==> config.mk <==
export PLATFORM = sky130hd
export DESIGN_NAME = alu_add_stage
export DESIGN_NICKNAME = d
export VERILOG_FILES = /design/src/rtl/alu_pkg.sv /design/src/rtl/alu_add_stage_adder_core.sv /design/src/rtl/alu_add_stage.sv
export SDC_FILE = /design/constraint.sdc
export NUM_CORES = 1
export LEC_CHECK = 0
export CAP_MARGIN = 20
export CORE_UTILIZATION = 45
export CTS_BUF_LIST = sky130_fd_sc_hd__clkbuf_8
export CTS_CLUSTER_DIAMETER = 150
export DETAILED_ROUTE_END_ITERATION = 16
export PLACE_DENSITY = 0.86
export SLEW_MARGIN = 5
export SYNTH_ARGS = -nofsm -noshare
export SYNTH_HDL_FRONTEND = slang
export SYNTH_HIERARCHICAL = 1
export SYNTH_SLANG_ARGS = --single-unit
==> constraint.sdc <==
create_clock -name clk -period 4.5 [get_ports clk]
set_input_delay 1.125 -clock clk [delete_from_list [all_inputs] [get_ports clk]]
set_output_delay 1.125 -clock clk [all_outputs]
set_load 0.05 [all_outputs]
==> src/rtl/alu_pkg.sv <==
// Shared types for the ALU add stage: op encoding, flag bundle and buffer state.
package alu_pkg;

   typedef enum logic [1:0] {
      ALU_ADD  = 2'b00,
      ALU_ADDC = 2'b01,
      ALU_SUB  = 2'b10,
      ALU_SUBC = 2'b11
   } alu_op_e;

   typedef struct packed {
      logic c;
      logic z;
   } alu_flags_t;

   typedef enum logic {
      ST_EMPTY,
      ST_FULL
   } add_state_e;

endpackage

==> src/rtl/alu_add_stage_adder_core.sv <==
// Combinational WIDTH-bit adder with carry-in; carry-out kept as an extra bit.
module adder_core #(
   parameter int WIDTH = 8
) (
   input  logic [WIDTH-1:0] a,
   input  logic [WIDTH-1:0] b,
   input  logic             cin,
   output logic [WIDTH-1:0] sum,
   output logic             cout
);

   logic [WIDTH:0] full;

   always_comb begin
      full = {1'b0, a} + {1'b0, b} + {{WIDTH{1'b0}}, cin};
      sum  = full[WIDTH-1:0];
      cout = full[WIDTH];
   end

endmodule

==> src/rtl/alu_add_stage.sv <==
// Registered adder/flag stage: one-entry valid/ready output buffer plus C/Z flag registers.
module alu_add_stage
   import alu_pkg::*;
#(
   parameter int WIDTH = 8
) (
   input  logic             clk,
   input  logic             rst,
   input  logic [WIDTH-1:0] OPA,
   input  logic [WIDTH-1:0] OPB,
   input  logic             C,
   input  logic [1:0]       S,
   input  logic             in_valid,
   output logic             in_ready,
   input  logic             flag_we,
   output logic [WIDTH-1:0] result,
   output logic             out_valid,
   input  logic             out_ready,
   output logic             cflag,
   output logic             zflag
);

   add_state_e       state, state_nxt;
   alu_flags_t       flags, new_flags;
   alu_op_e          op;
   logic [WIDTH-1:0] sum;
   logic             cout;
   logic             accept;

   adder_core #(.WIDTH(WIDTH)) u_adder (
      .a    (OPA),
      .b    (OPB),
      .cin  (C),
      .sum  (sum),
      .cout (cout)
   );

   always_ff @(posedge clk) begin
      if (rst) state <= ST_EMPTY;
      else     state <= state_nxt;
   end

   always_comb begin
      state_nxt = state;
      case (state)
         ST_EMPTY: if (accept)               state_nxt = ST_FULL;
         ST_FULL:  if (out_ready && !accept) state_nxt = ST_EMPTY;
         default:                            state_nxt = ST_EMPTY;
      endcase
   end

   always_comb begin
      in_ready  = (state == ST_EMPTY) || out_ready;
      out_valid = (state == ST_FULL);
      accept    = in_valid && in_ready;
   end

   // Subtract ops report borrow, i.e. the inverted carry-out.
   always_comb begin
      op          = alu_op_e'(S);
      new_flags.z = (sum == '0);
      case (op)
         ALU_SUB, ALU_SUBC: new_flags.c = ~cout;
         default:           new_flags.c = cout;
      endcase
   end

   always_ff @(posedge clk) begin
      if (rst) begin
         result <= '0;
         flags  <= '0;
      end else if (accept) begin
         result <= sum;
         if (flag_we) flags <= new_flags;
      end
   end

   assign cflag = flags.c;
   assign zflag = flags.z;

endmodule

==> run metrics, run 1 <==
status complete, but fails checks; failing checks DRC; Die ar. 1920 um^2; root buffer cell clkbuf_8; I/O pins 36; starting density of the core 50.0%; Final WS setup 0.598 ns; critical-path cell list clkdlybuf4s50_1 > nor2b_2 > inv_1 > clkdlybuf4s50_1; Placement Cell Area 1130 um^2; leak pwr 0.467 nW; Highest Clock Rate 256 MHz; Placed Instances 144; CP required 3.38 ns; worst-path maximum fanout 11; Post-Syn Area 788 um^2; CP max stage delay 0.87 ns; Port Buf Inserts 34; Final Wtd Congestion 0.798; NumNets Final 166; ant diodes 0; met1 usage 25.3%; synth-to-layout area growth 49.7%; die span in y 43.9 um; Max Cap Viol 0; most used cell, CP clkdlybuf4s50_1; design area 1180 um^2; Seq/Total Area, Yosys 27.9%; Pwr Total 348 uW; yosys warns 6; Syn Area/Cell 8.13 um^2; Clock Pin Slew Worst Setup and Hold Paths 0.05 ns; Vias per Instance 5.92; routing usage on met3 9.17%; DP HPWL 1.59 mm; Slew @ Worst Pin 0.499 ns; DR DRC count 4; total CTS buffers 3; critical path's slowest cell clkdlybuf4s50_1; PD cells 295 nW/um^2; pin count of the biggest net entering global routing 13; Rel. slew slack 66.6%; TritonCTS clock tree built; Yosys cell types 28; Setup crit end kind output port; part of the cycle the worst path needs 86.7%; FILL cells 130; post-cts sizing count 0; final WL 2.04 mm; Non-Filler Instances 148; drt wl/cell 13.8 um; HP Class reg -> reg; syn_nets 130; met2 GRT Util 41.5%; Sum Neg Setup Slack 0 ns; busiest metal layer after global routing met2; Setup crit start kind input pin; peak supply drop 241 uV; share of cells above drive strength 1 5.30%; Initial DRT Pass Iterations 10; critical path class in -> out; CTS sink cnt 11; FF+latch count, synth 11; RSZ-0062 raised after global routing no; Setup WS pre-CTS 0.613 ns; die width 43.9 um; Detail Route Antenna Nets 0; FF-to-FF Start out_valid$_SDFF_PP0_; initial antenna violation count 0; Slew Limit Fails 0; critical path launch point out_ready; routed vias 876; first-pass GRT wire length 3.31 mm; GRT Total Usage 23.2%; arrival time worst endpoint 2.78 ns; min cycle time layout 3.90 ns; Final Hold Slack 0.473 ns; cts hold-fix bufs 0; H-tree depth 1; Final Hold Viols 0; Hold Path Origin result[3]$_SDFFE_PP0P_; maximum clock path buffer count 2; post-synthesis cell count 97; CORE AREA 1580 um^2; row count 14; post-layout util 74.8%; endpoints failing setup 0; worst clock skew 0.000189 ns; vias in the first global route 851; 1st-iter DRT viols 24; worst skew pair latency 0.23 ns; global route total overflow 0; post-CTS setup buffers 0
[worst max-delay path: cells and delay by family]
kind          cells  cell delay, ns
buf+inv           3            1.60
simple gates      1            0.05
[final timing paths]
path | to | slack [ns] | cells past startpoint
hold reg to reg | result[3]$_SDFFE_PP0P_ | 0.47 | 2
setup / recovery | in_ready | 0.60 | 4
hold / removal | result[3]$_SDFFE_PP0P_ | 0.47 | 2
setup reg to reg | cflag$_SDFFE_PP0P_ | 3.39 | 4
[flip-flops by register name, summed over array words and instances (netlist names)]
| signal | cells |
|---|---|
| out_valid | 1 |
| result | 8 |
| cflag | 1 |
| zflag | 1 |
[logic make-up after synthesis]
| logic type | after synthesis | share of synthesized area, % |
|---|---|---|
| mux | 1 | 1.27 |
| simple gates | 29 | 19.4 |
| compound gates | 33 | 24.6 |
| fa+ha+maj | 9 | 16.2 |
| xor+xnor | 5 | 5.56 |
| buf+inv | 9 | 5.08 |
| flops | 11 | 27.9 |
[layout by cell type, fill, tap and decap left out, types with 2 or more instances in the layout]
cell	count
nor2b_1	3
dfxtp_1	11
a21o_1	2
fa_1	2
xor2_1	3
o21ai_0	10
clkdlybuf4s50_1	34
a311o_1	2
nor3_1	5
xnor2_1	2
ha_1	7
nand2_1	4
nand3_1	11
nor2_1	3
a21oi_1	14
clkbuf_8	3
inv_1	5
[synthesized netlist by cell type, drive strengths merged]
master / instances / area share (%)
a21o: 2 / 1.9
xor2: 3 / 3.3
a21oi: 14 / 8.9
dfxtp: 11 / 28
fa: 2 / 5.1
nor4: 2 / 2.4
a31oi: 1 / 0.79
o21bai: 1 / 0.95
nand2: 4 / 1.9
clkbuf: 1 / 0.48
xnor2: 2 / 2.2
nor3: 5 / 3.2
nor2b: 4 / 3.5
buf: 3 / 2.2
a2111oi: 1 / 1.1
inv: 5 / 2.4
mux2i: 1 / 1.3
nand3: 11 / 7.0
ha: 7 / 11
a311o: 2 / 2.5
a221oi: 1 / 1.1
o21ai: 10 / 6.3
nor2: 3 / 1.4
o31ai: 1 / 0.95
[final cells by class]
class | instances | area (um^2) | area share (%)
well taps | 16 | 20.0 | 1.70
multi-input cells | 77 | 528 | 44.8
clock buffers | 3 | 41.3 | 3.50
clock inverters | 1 | 3.75 | 0.318
repair buffers | 35 | 348 | 29.5
inverters | 5 | 18.8 | 1.59
flip-flops and latches | 11 | 220 | 18.7
[routing by layer]
layer  part of all wire, %  vias up
li1                      -      423
met1                    39      415
met2                    52       36
met3                   7.4        2
met4                   1.0        0
met5                     0        -
[power breakdown]
group	internal (mW)	leakage, nW	switching [mW]	total [mW]
logic	0.0614	0.350	0.0827	0.144
registers	0.106	0.0905	0.00375	0.110
clock network	0.0596	0.0269	0.0345	0.0941
total	0.227	0.467	0.121	0.348
Note: power is estimated with default switching activity, not from simulation.
==> run 2: changes to the inputs <==
--- a/config.mk
+++ b/config.mk
@@ -10,9 +10,9 @@
 export CTS_BUF_LIST = sky130_fd_sc_hd__clkbuf_8
 export CTS_CLUSTER_DIAMETER = 150
 export DETAILED_ROUTE_END_ITERATION = 16
+export GPL_ROUTABILITY_DRIVEN = 0
 export PLACE_DENSITY = 0.86
 export SLEW_MARGIN = 5
 export SYNTH_ARGS = -nofsm -noshare
 export SYNTH_HDL_FRONTEND = slang
-export SYNTH_HIERARCHICAL = 1
 export SYNTH_SLANG_ARGS = --single-unit
==> run metrics, run 2 <==
status complete, but fails checks (unchanged); failing checks DRC (unchanged); critical path's slowest cell clkdlybuf4s50_1 (unchanged); root buffer cell clkbuf_8 (unchanged); min cycle time layout 3.67 ns (was 3.90 ns); most used cell, CP clkdlybuf4s50_1 (unchanged); Synth area leader dfxtp_1 (unchanged); NumNets Final 162 (was 166); CP max stage delay 0.82 ns (was 0.87 ns); Slew Limit Fails 0 (unchanged); CTS sink cnt 11 (unchanged); drt wl/cell 11.5 um (was 13.8 um); 1st-iter DRT viols 9 (was 24); Highest Clock Rate 273 MHz (was 256 MHz); largest family of logic cells by synthesized area compound AO/OA/AOI/OAI gates (unchanged); FF-to-FF End zflag$_SDFFE_PP0P_ (was cflag$_SDFFE_PP0P_); Port Buf Inserts 34 (unchanged); post-CTS setup buffers 0 (unchanged); share of cells above drive strength 1 3.91% (was 5.30%); worst skew pair latency 0.24 ns (was 0.23 ns); maximum clock path buffer count 2 (unchanged); global route total overflow 0 (unchanged); synth-to-layout area growth 50.6% (was 49.7%); Sw Ratio 33.6% (was 34.8%); post-layout util 75.8% (was 74.8%); Post-Syn Area 785 um^2 (was 788 um^2); critical-path cell list clkdlybuf4s50_1 > nand2b_1 > clkdlybuf4s50_1 (was clkdlybuf4s50_1 > nor2b_2 > inv_1 > clkdlybuf4s50_1); I/O pins 36 (unchanged); Seq/Total Area, Yosys 28.1% (was 27.9%); most common cell after layout, fill and taps aside clkdlybuf4s50_1 (unchanged); Final Hold Slack 0.451 ns (was 0.473 ns); PD cells 286 nW/um^2 (was 295 nW/um^2); total CTS buffers 3 (unchanged); routed vias 769 (was 876); yosys warns 0 (was 6); critical path class in -> out (unchanged); leak pwr 0.507 nW (was 0.467 nW); Main synth FF type dfxtp_1 (unchanged); Slew @ Worst Pin 0.498 ns (was 0.499 ns); CORE AREA 1560 um^2 (was 1580 um^2); Post-Synth XOR/XNOR Area 2.23% (was 5.56%); worst clock skew 0.000996 ns (was 0.000189 ns); HP Class reg -> reg (unchanged); peak supply drop 149 uV (was 241 uV); DR DRC count 5 (was 4); Synth Area in Compound Gates 27.4% (was 24.6%); sequential power share 32.4% (was 31.5%); final WL 1.65 mm (was 2.04 mm); Yosys cell types 33 (was 28); r2r setup slk 3.03 ns (was 3.39 ns); CP required 3.38 ns (about the same); power share of the clock group 27.9% (was 27.1%); Setup crit end kind output port (unchanged); post-synthesis cell count 92 (was 97); row count 14 (unchanged); leading cell types in the layout, fill and taps excluded clkdlybuf4s50_1 (34), nand2_1 (11), a21oi_1 (11), dfxtp_1 (11) (was clkdlybuf4s50_1 (34), a21oi_1 (14), nand3_1 (11), dfxtp_1 (11), o21ai_0 (10)); Detail Route Antenna Nets 0 (unchanged); hold path depth 2 (unchanged); Max Cap Viol 0 (unchanged); post-synthesis simple-gate area fraction 22.0% (was 19.4%); worst-path maximum fanout 4 (was 11); multiplexer share of the synthesized area 0% (was 1.27%); Sum Neg Setup Slack 0 ns (unchanged); Setup WS pre-CTS 0.826 ns (was 0.613 ns); Pint 224 uW (was 227 uW); die span in y 43.8 um (was 43.9 um); Pwr Total 337 uW (was 348 uW); endpoints failing setup 0 (unchanged); Final WS setup 0.834 ns (was 0.598 ns); DP HPWL 1.42 mm (was 1.59 mm); FF+latch count, synth 11 (unchanged); Async S/R FF share, synth 0% (unchanged); part of the cycle the worst path needs 81.5% (was 86.7%); Initial DRT Pass Iterations 10 (unchanged); Largest Register result (unchanged); Post-Synth Adder-Cell Area 16.3% (was 16.2%); ant diodes 0 (unchanged); Setup crit start kind input pin (unchanged); vias in the first global route 742 (was 851); number of synthesized flops with an enable pin 0 (unchanged); critical path launch point out_ready (unchanged); Clock Pin Slew Worst Setup and Hold Paths 0.05 ns (about the same); arrival time worst endpoint 2.54 ns (was 2.78 ns); Post-synth top cells a21oi_1 (11), dfxtp_1 (11), nand2_1 (11) (was a21oi_1 (14), dfxtp_1 (11), nand3_1 (11)); Comb pwr share 39.7% (was 41.4%); Die ar. 1910 um^2 (was 1920 um^2); Final Hold Viols 0 (unchanged); pin count of the biggest net entering global routing 14 (was 13); Largest register FFs 8 (unchanged); Yosys top cell area share 28.1% (was 27.9%); starting density of the core 50.3% (was 50.0%); FF-to-FF Start out_valid$_SDFF_PP0_ (unchanged); TritonCTS clock tree built (unchanged); Rel. slew slack 66.7% (was 66.6%); RSZ-0062 raised after global routing no (unchanged); post-cts sizing count 0 (unchanged); die width 43.8 um (was 43.9 um); initial antenna violation count 0 (unchanged); first-pass GRT wire length 2.93 mm (was 3.31 mm); syn_nets 125 (was 130); r2r worst-path depth 5 (was 4); H-tree depth 1 (unchanged); Syn Area/Cell 8.53 um^2 (was 8.13 um^2); Synth area leaders dfxtp_1 (28%), ha_1 (11%), a21oi_1 (7.0%), nand2_1 (5.3%), fa_1 (5.1%) (was dfxtp_1 (28%), ha_1 (11%), a21oi_1 (8.9%), nand3_1 (7.0%), o21ai_0 (6.3%)); GRT Total Usage 21.1% (was 23.2%); cts hold-fix bufs 0 (unchanged); Vias per Instance 5.34 (was 5.92); P_sw 113 uW (was 121 uW); Worst Setup EP in_ready (unchanged)
[run 2: area by class of cell]
type                       count  area (um^2)
multi-input combinational     73          533
fill                         113          378
timing repair buffer          34          340
sequential                    11          220
clock buffer                   3         41.3
inverter                       6         22.5
tap                           16         20.0
clock inverter                 1         3.75
[run 2: layer usage]
metal | up-vias | wire, um | part of all wire (%) | global-route usage (%)
li1 | 410 | - | - | -
met1 | 325 | 723 | 44 | 22.8
met2 | 29 | 774 | 47 | 35.5
met3 | 5 | 98 | 5.9 | 5.83
met4 | 0 | 53 | 3.2 | 14.4
met5 | - | 0 | 0 | 0
[run 2: stage by stage]
stage	instance area [um^2]	instances
finish	1180	144
floorplan	785	92
global route	1180	144
detailed placement	1140	140
global placement	1140	140
CTS	1180	144
[run 2: logic make-up after synthesis]
kind of cell | count (synthesis)
xor+xnor | 2
flops | 11
fa+ha+maj | 9
buf+inv | 8
simple gates | 32
compound gates | 30
[run 2: worst max-delay path: cells and delay by family]
family	cells	cell delay, ns
AND/OR/NAND/NOR	1	0.15
buffers and inverters	2	1.26
[run 2: power groups by stage]
| stage | Clock, mW | Combinational [mW] | Sequential, mW |
|---|---|---|---|
| final | 0.0940 | 0.134 | 0.109 |
| after global routing | 0.102 | 0.146 | 0.111 |
| after CTS | 0.0975 | 0.135 | 0.110 |
| after detailed placement | 0 | 0.134 | 0.111 |
| after global placement | 0 | 0.131 | 0.111 |
| after floorplan | 0 | 0.0595 | 0.139 |
[run 2: how the worst min path moves through the flow]
stage / slack (ns) / startpoint / to
CTS: 0.45 / result[5]$_SDFFE_PP0P_ / result[5]$_SDFFE_PP0P_
detailed placement: 0.45 / result[3]$_SDFFE_PP0P_ / result[3]$_SDFFE_PP0P_
floorplan: 0.67 / result[3]$_SDFFE_PP0P_ / result[3]$_SDFFE_PP0P_
finish: 0.45 / result[5]$_SDFFE_PP0P_ / result[5]$_SDFFE_PP0P_
global route: 0.47 / result[5]$_SDFFE_PP0P_ / result[5]$_SDFFE_PP0P_
global placement: 0.44 / result[3]$_SDFFE_PP0P_ / result[3]$_SDFFE_PP0P_
==> run 3: changes to the inputs <==
--- a/config.mk
+++ b/config.mk
@@ -6,12 +6,12 @@
 export NUM_CORES = 1
 export LEC_CHECK = 0
 export CAP_MARGIN = 20
-export CORE_UTILIZATION = 45
+export CORE_UTILIZATION = 42
 export CTS_BUF_LIST = sky130_fd_sc_hd__clkbuf_8
 export CTS_CLUSTER_DIAMETER = 150
 export DETAILED_ROUTE_END_ITERATION = 16
 export GPL_ROUTABILITY_DRIVEN = 0
-export PLACE_DENSITY = 0.86
+export PLACE_DENSITY = 0.81
 export SLEW_MARGIN = 5
 export SYNTH_ARGS = -nofsm -noshare
 export SYNTH_HDL_FRONTEND = slang
==> constraint.sdc (replaced) <==
create_clock -name clk -period 3.8 [get_ports clk]
set_input_delay 0.95 -clock clk [delete_from_list [all_inputs] [get_ports clk]]
set_output_delay 0.95 -clock clk [all_outputs]
set_load 0.05 [all_outputs]
==> run metrics, run 3 (synthesis results as in run 2) <==
Comb pwr share 39.4% (was 39.7%); part of the cycle the worst path needs 87.7%; first-pass GRT wire length 2.98 mm (was 2.93 mm); arrival time worst endpoint 2.38 ns (was 2.54 ns); Rel. slew slack 66.0% (was 66.7%); post-layout util 68.3% (was 75.8%); final WL 1.82 mm (was 1.65 mm); share of cells above drive strength 1 3.91% (unchanged); Largest register FFs 8 (unchanged); Setup crit start kind input pin (unchanged); worst clock skew 0.00255 ns (was 0.000996 ns); die span in y 45.2 um (was 43.8 um); Final Hold Slack 0.452 ns (was 0.451 ns); Largest Register result (unchanged); I/O pins 36 (unchanged); critical path class in -> out (unchanged); Clock Pin Slew Worst Setup and Hold Paths 0.05 ns (about the same); Placed Instances 149 (was 140); DR top layer met4 (unchanged); endpoints failing setup 0 (unchanged); DP HPWL 1.46 mm (was 1.42 mm); CP required 2.85 ns (was 3.38 ns); CP delay by family, top buffers and inverters (unchanged); power share of the clock group 28.8% (was 27.9%); global route total overflow 0 (unchanged); peak supply drop 155 uV (was 149 uV); leak pwr 0.507 nW (unchanged); ant diodes 0 (unchanged); Highest Clock Rate 300 MHz; post-cts sizing count 0 (unchanged); initial antenna violation count 0 (unchanged); status completed (was complete, but fails checks); starting density of the core 44.9% (was 50.3%); drt wl/cell 11.9 um (was 11.5 um); PD cells 341 nW/um^2 (was 286 nW/um^2); Max Cap Viol 0 (unchanged); 1st-iter DRT viols 10 (was 9); root buffer cell clkbuf_8 (unchanged); HP Class reg -> reg (unchanged); cts hold-fix bufs 0 (unchanged); RSZ-0062 raised after global routing no (unchanged); Sw Ratio 34.7% (was 33.6%); FILL cells 151 (was 113); NumNets Final 162 (unchanged); vias in the first global route 761 (was 742); critical path's slowest cell clkdlybuf4s50_1 (unchanged); routed vias 807 (was 769); GRT Total Usage 20.1% (was 21.1%); Vias per Instance 5.27 (was 5.34); metal2 WL 940 um (was 774 um); CP max stage delay 0.82 ns (about the same); most used cell, CP clkdlybuf4s50_1 (unchanged); P_sw 141 uW (was 113 uW); Register Area 220 um^2 (unchanged); min cycle time layout 3.33 ns; critical-path cell list clkdlybuf4s50_1 > nand2b_1 > clkdlybuf4s50_1 (unchanged); Die ar. 2040 um^2 (was 1910 um^2); leading cell types in the layout, fill and taps excluded clkdlybuf4s50_1 (34), nand2_1 (11), a21oi_1 (11), dfxtp_1 (11) (unchanged); Final Hold Viols 0 (unchanged); multi-input logic area 533 um^2 (unchanged); synth-to-layout area growth 52.0% (was 50.6%); TritonCTS clock tree built (unchanged); DR DRC count 0 (was 5); worst-path maximum fanout 4 (unchanged); sequential power share 31.9% (was 32.4%); most common cell after layout, fill and taps aside clkdlybuf4s50_1 (unchanged); Buf/Inv on CP 2 (unchanged); Sum Neg Setup Slack 0 ns (unchanged); Met1 Wirelength 769 um (was 723 um); Slew Limit Fails 0 (unchanged); Slew @ Worst Pin 0.508 ns (was 0.498 ns); Pint 266 uW (was 224 uW); worst skew pair latency 0.24 ns (about the same); Initial DRT Pass Iterations 4 (was 10); total CTS buffers 3 (unchanged); row count 15 (was 14); maximum clock path buffer count 2 (unchanged); H-tree depth 1 (unchanged); CORE AREA 1750 um^2 (was 1560 um^2); Non-Filler Instances 153 (was 144); die width 45.2 um (was 43.8 um); Port Buf Inserts 34 (unchanged); CTS sink cnt 11 (unchanged); Detail Route Antenna Nets 0 (unchanged); Setup crit end kind output port (unchanged); pin count of the biggest net entering global routing 14 (unchanged); met3 wire length 79 um (was 98 um); post-CTS setup buffers 0 (unchanged)
==> run 3: cell counts in the layout (fill, tap and decap cells not counted) <==
Identical to the previous run, type by type.
==> run 3: power by group through the flow <==
stage               logic, mW  clock network [mW]  registers (mW)
floorplan              0.0705                   0           0.165
global placement        0.155                   0           0.131
detailed placement      0.159                   0           0.132
CTS                     0.160               0.116           0.130
global route            0.174               0.123           0.131
finish                  0.160               0.117           0.130
==> run 3: worst reg2reg max path: stages, from the launching register on <==
cell,delay [ns]
dfxtp_1,0.31
nand2b_1,0.12
and2_1,0.35
nand2_1,0.21
and3b_1,0.21
a31o_1,0.17
==> run 3: routing by layer <==
layer | up-vias | GRT usage, %
met5 | - | 0
met2 | 32 | 38.8
li1 | 405 | -
met1 | 366 | 21.3
met4 | 0 | 9.09
met3 | 4 | 2.40
==> run 3: stage by stage <==
step / area [um^2] / power (mW) / worst slack [ns]
2_1_floorplan: 785 / 0.235 / 1.10
3_3_place_gp: 1150 / 0.286 / 0.492
3_5_place_dp: 1150 / 0.291 / 0.461
4_1_cts: 1190 / 0.405 / 0.456
5_1_grt: 1190 / 0.428 / 0.423
6_report: 1190 / 0.407 / 0.466
==> run 3: layout make-up <==
| class | instances | area share [%] |
|---|---|---|
| well taps | 25 | 2.62 |
| clock buffers | 3 | 3.46 |
| inverters | 6 | 1.89 |
| clock inverters | 1 | 0.315 |
| multi-input cells | 73 | 44.7 |
| flip-flops and latches | 11 | 18.5 |
| repair buffers | 34 | 28.5 |
==> run 3: path summary, 6_finish.rpt <==
check        depth (start not counted)  slack (ns)                      to                    from
max                                  3        0.47                in_ready               out_ready
max reg2reg                          5        2.32      zflag$_SDFFE_PP0P_    out_valid$_SDFF_PP0_
min reg2reg                          2        0.45  result[4]$_SDFFE_PP0P_  result[4]$_SDFFE_PP0P_
min                                  2        0.45  result[4]$_SDFFE_PP0P_  result[4]$_SDFFE_PP0P_
==> RTL change: new RTL, config.mk and constraints of run 3 <==
Register the outputs `cflag` and `zflag`, without a reset; this adds one clock of latency there. The other outputs are not delayed to match.
--- a/src/rtl/alu_add_stage.sv
+++ b/src/rtl/alu_add_stage.sv
@@ -77,4 +77,6 @@
 
-   assign cflag = flags.c;
-   assign zflag = flags.z;
+   always_ff @(posedge clk) begin
+      cflag <= flags.c;
+      zflag <= flags.z;
+   end
 
Check against the original RTL: not equivalent (Yosys sat finds a counterexample within 4 cycles, from zero or initial values and one cycle with rst high).
==> RTL change against run 3 <==
Worst setup slack worse by 4.1 ps; utilization up 0.81 points; total power up 5.6%; sequential share of layout area up 2.6 points; cell area up 3.4%; routed wire length down 6.5%; synthesized area up 5.1%; sequential cell count up 2; critical path type unchanged.
==> RTL change: results (changes against run 3) <==
| Step | Item | Reported | Change |
|:---|:---|:---|:---|
| status | Outcome | completed |  |
| drt | DRC violation total after the first TritonRoute iteration | 13 | +3 |
| synthesis | Part of the Yosys area used for sequential elements | 31.6% | +3.5 points |
| grt | Combined global-route utilization of all metal layers | 19.1% | -0.97 points |
| timing | Hold slack | 353 ps | -98.4 ps |
| setup path | Reg-to-Reg End | flags[0] |  |
| synthesis | Post-synthesis cell type count | 33 | unchanged |
| power | Switching Power | 0.000142 W | +0.72% |
| power | Sequential logic power | 0.000151 W | +16% |
| grt | Pin count of the biggest net entering global routing | 14 | unchanged |
| power | Maximum vdd ir drop | 0.000157 V | +1.1% |
| synthesis | Net count after synthesis | 127 | +1.6% |
| drt | Via count | 800 | -0.87% |
| cells and area | Fraction of final layout cells with drive strength greater than 1 | 3.85% | -0.060 points |
| drt | Met1 routed wirelength after detailed routing | 786 um | +2.2% |
| drt | Average detailed-routed wire length per instance | 11.0 um | -7.7% |
| cells and area | Net count, final | 164 | +1.2% |
| synthesis | Most used standard cells in the synthesized netlist | dfxtp_1, a21oi_1, nand2_1 |  |
| drt | Routed length on met2 | 802 um | -15% |
| synthesis | Most area-consuming cells after synthesis | dfxtp_1, ha_1, a21oi_1 |  |
| hold path | Worst Hold End | zflag |  |
| grt | Met2 Use GR | 31.9% | -6.9 points |
| hold path | Number of stages on the worst hold path | 0 | -2 |
| drt | Met3 routed WL | 67 um | -15% |
| grt | Wire length of the first global-routing pass | 2930 um | -1.6% |
[RTL change: cell types whose count changed after synthesis, sizes merged]
cell          run 3  this run
dfxtp            11        13
[RTL change: cell families after synthesis]
logic type / share of synthesized area [%]
fa+ha+maj: 15.5
simple gates: 20.9
flops: 31.6
compound gates: 26.1
xor+xnor: 2.12
buf+inv: 3.79
[RTL change: area by class of cell]
cell class              count  area, um2
fillers                   141        551
clock inverters             1       3.75
clock buffers               3       41.3
repair buffers             34        340
multi-input cells          73        533
well taps                  25       31.3
flip-flops and latches     13        260
inverters                   6       22.5
[RTL change: stage by stage]
stage / setup slack, ps / power (W) / instances
2_1_floorplan: 1100 / 0.000257 / 94
3_5_place_dp: 454 / 0.000312 / 151
6_report: 461 / 0.000429 / 155
4_1_cts: 448 / 0.000433 / 155
3_3_place_gp: 497 / 0.000309 / 151
5_1_grt: 425 / 0.000452 / 155
[RTL change: worst max-delay path, delay by kind of cell]
family        cells  cell delay [ps]
buf+inv           2             1280
simple gates      1              160
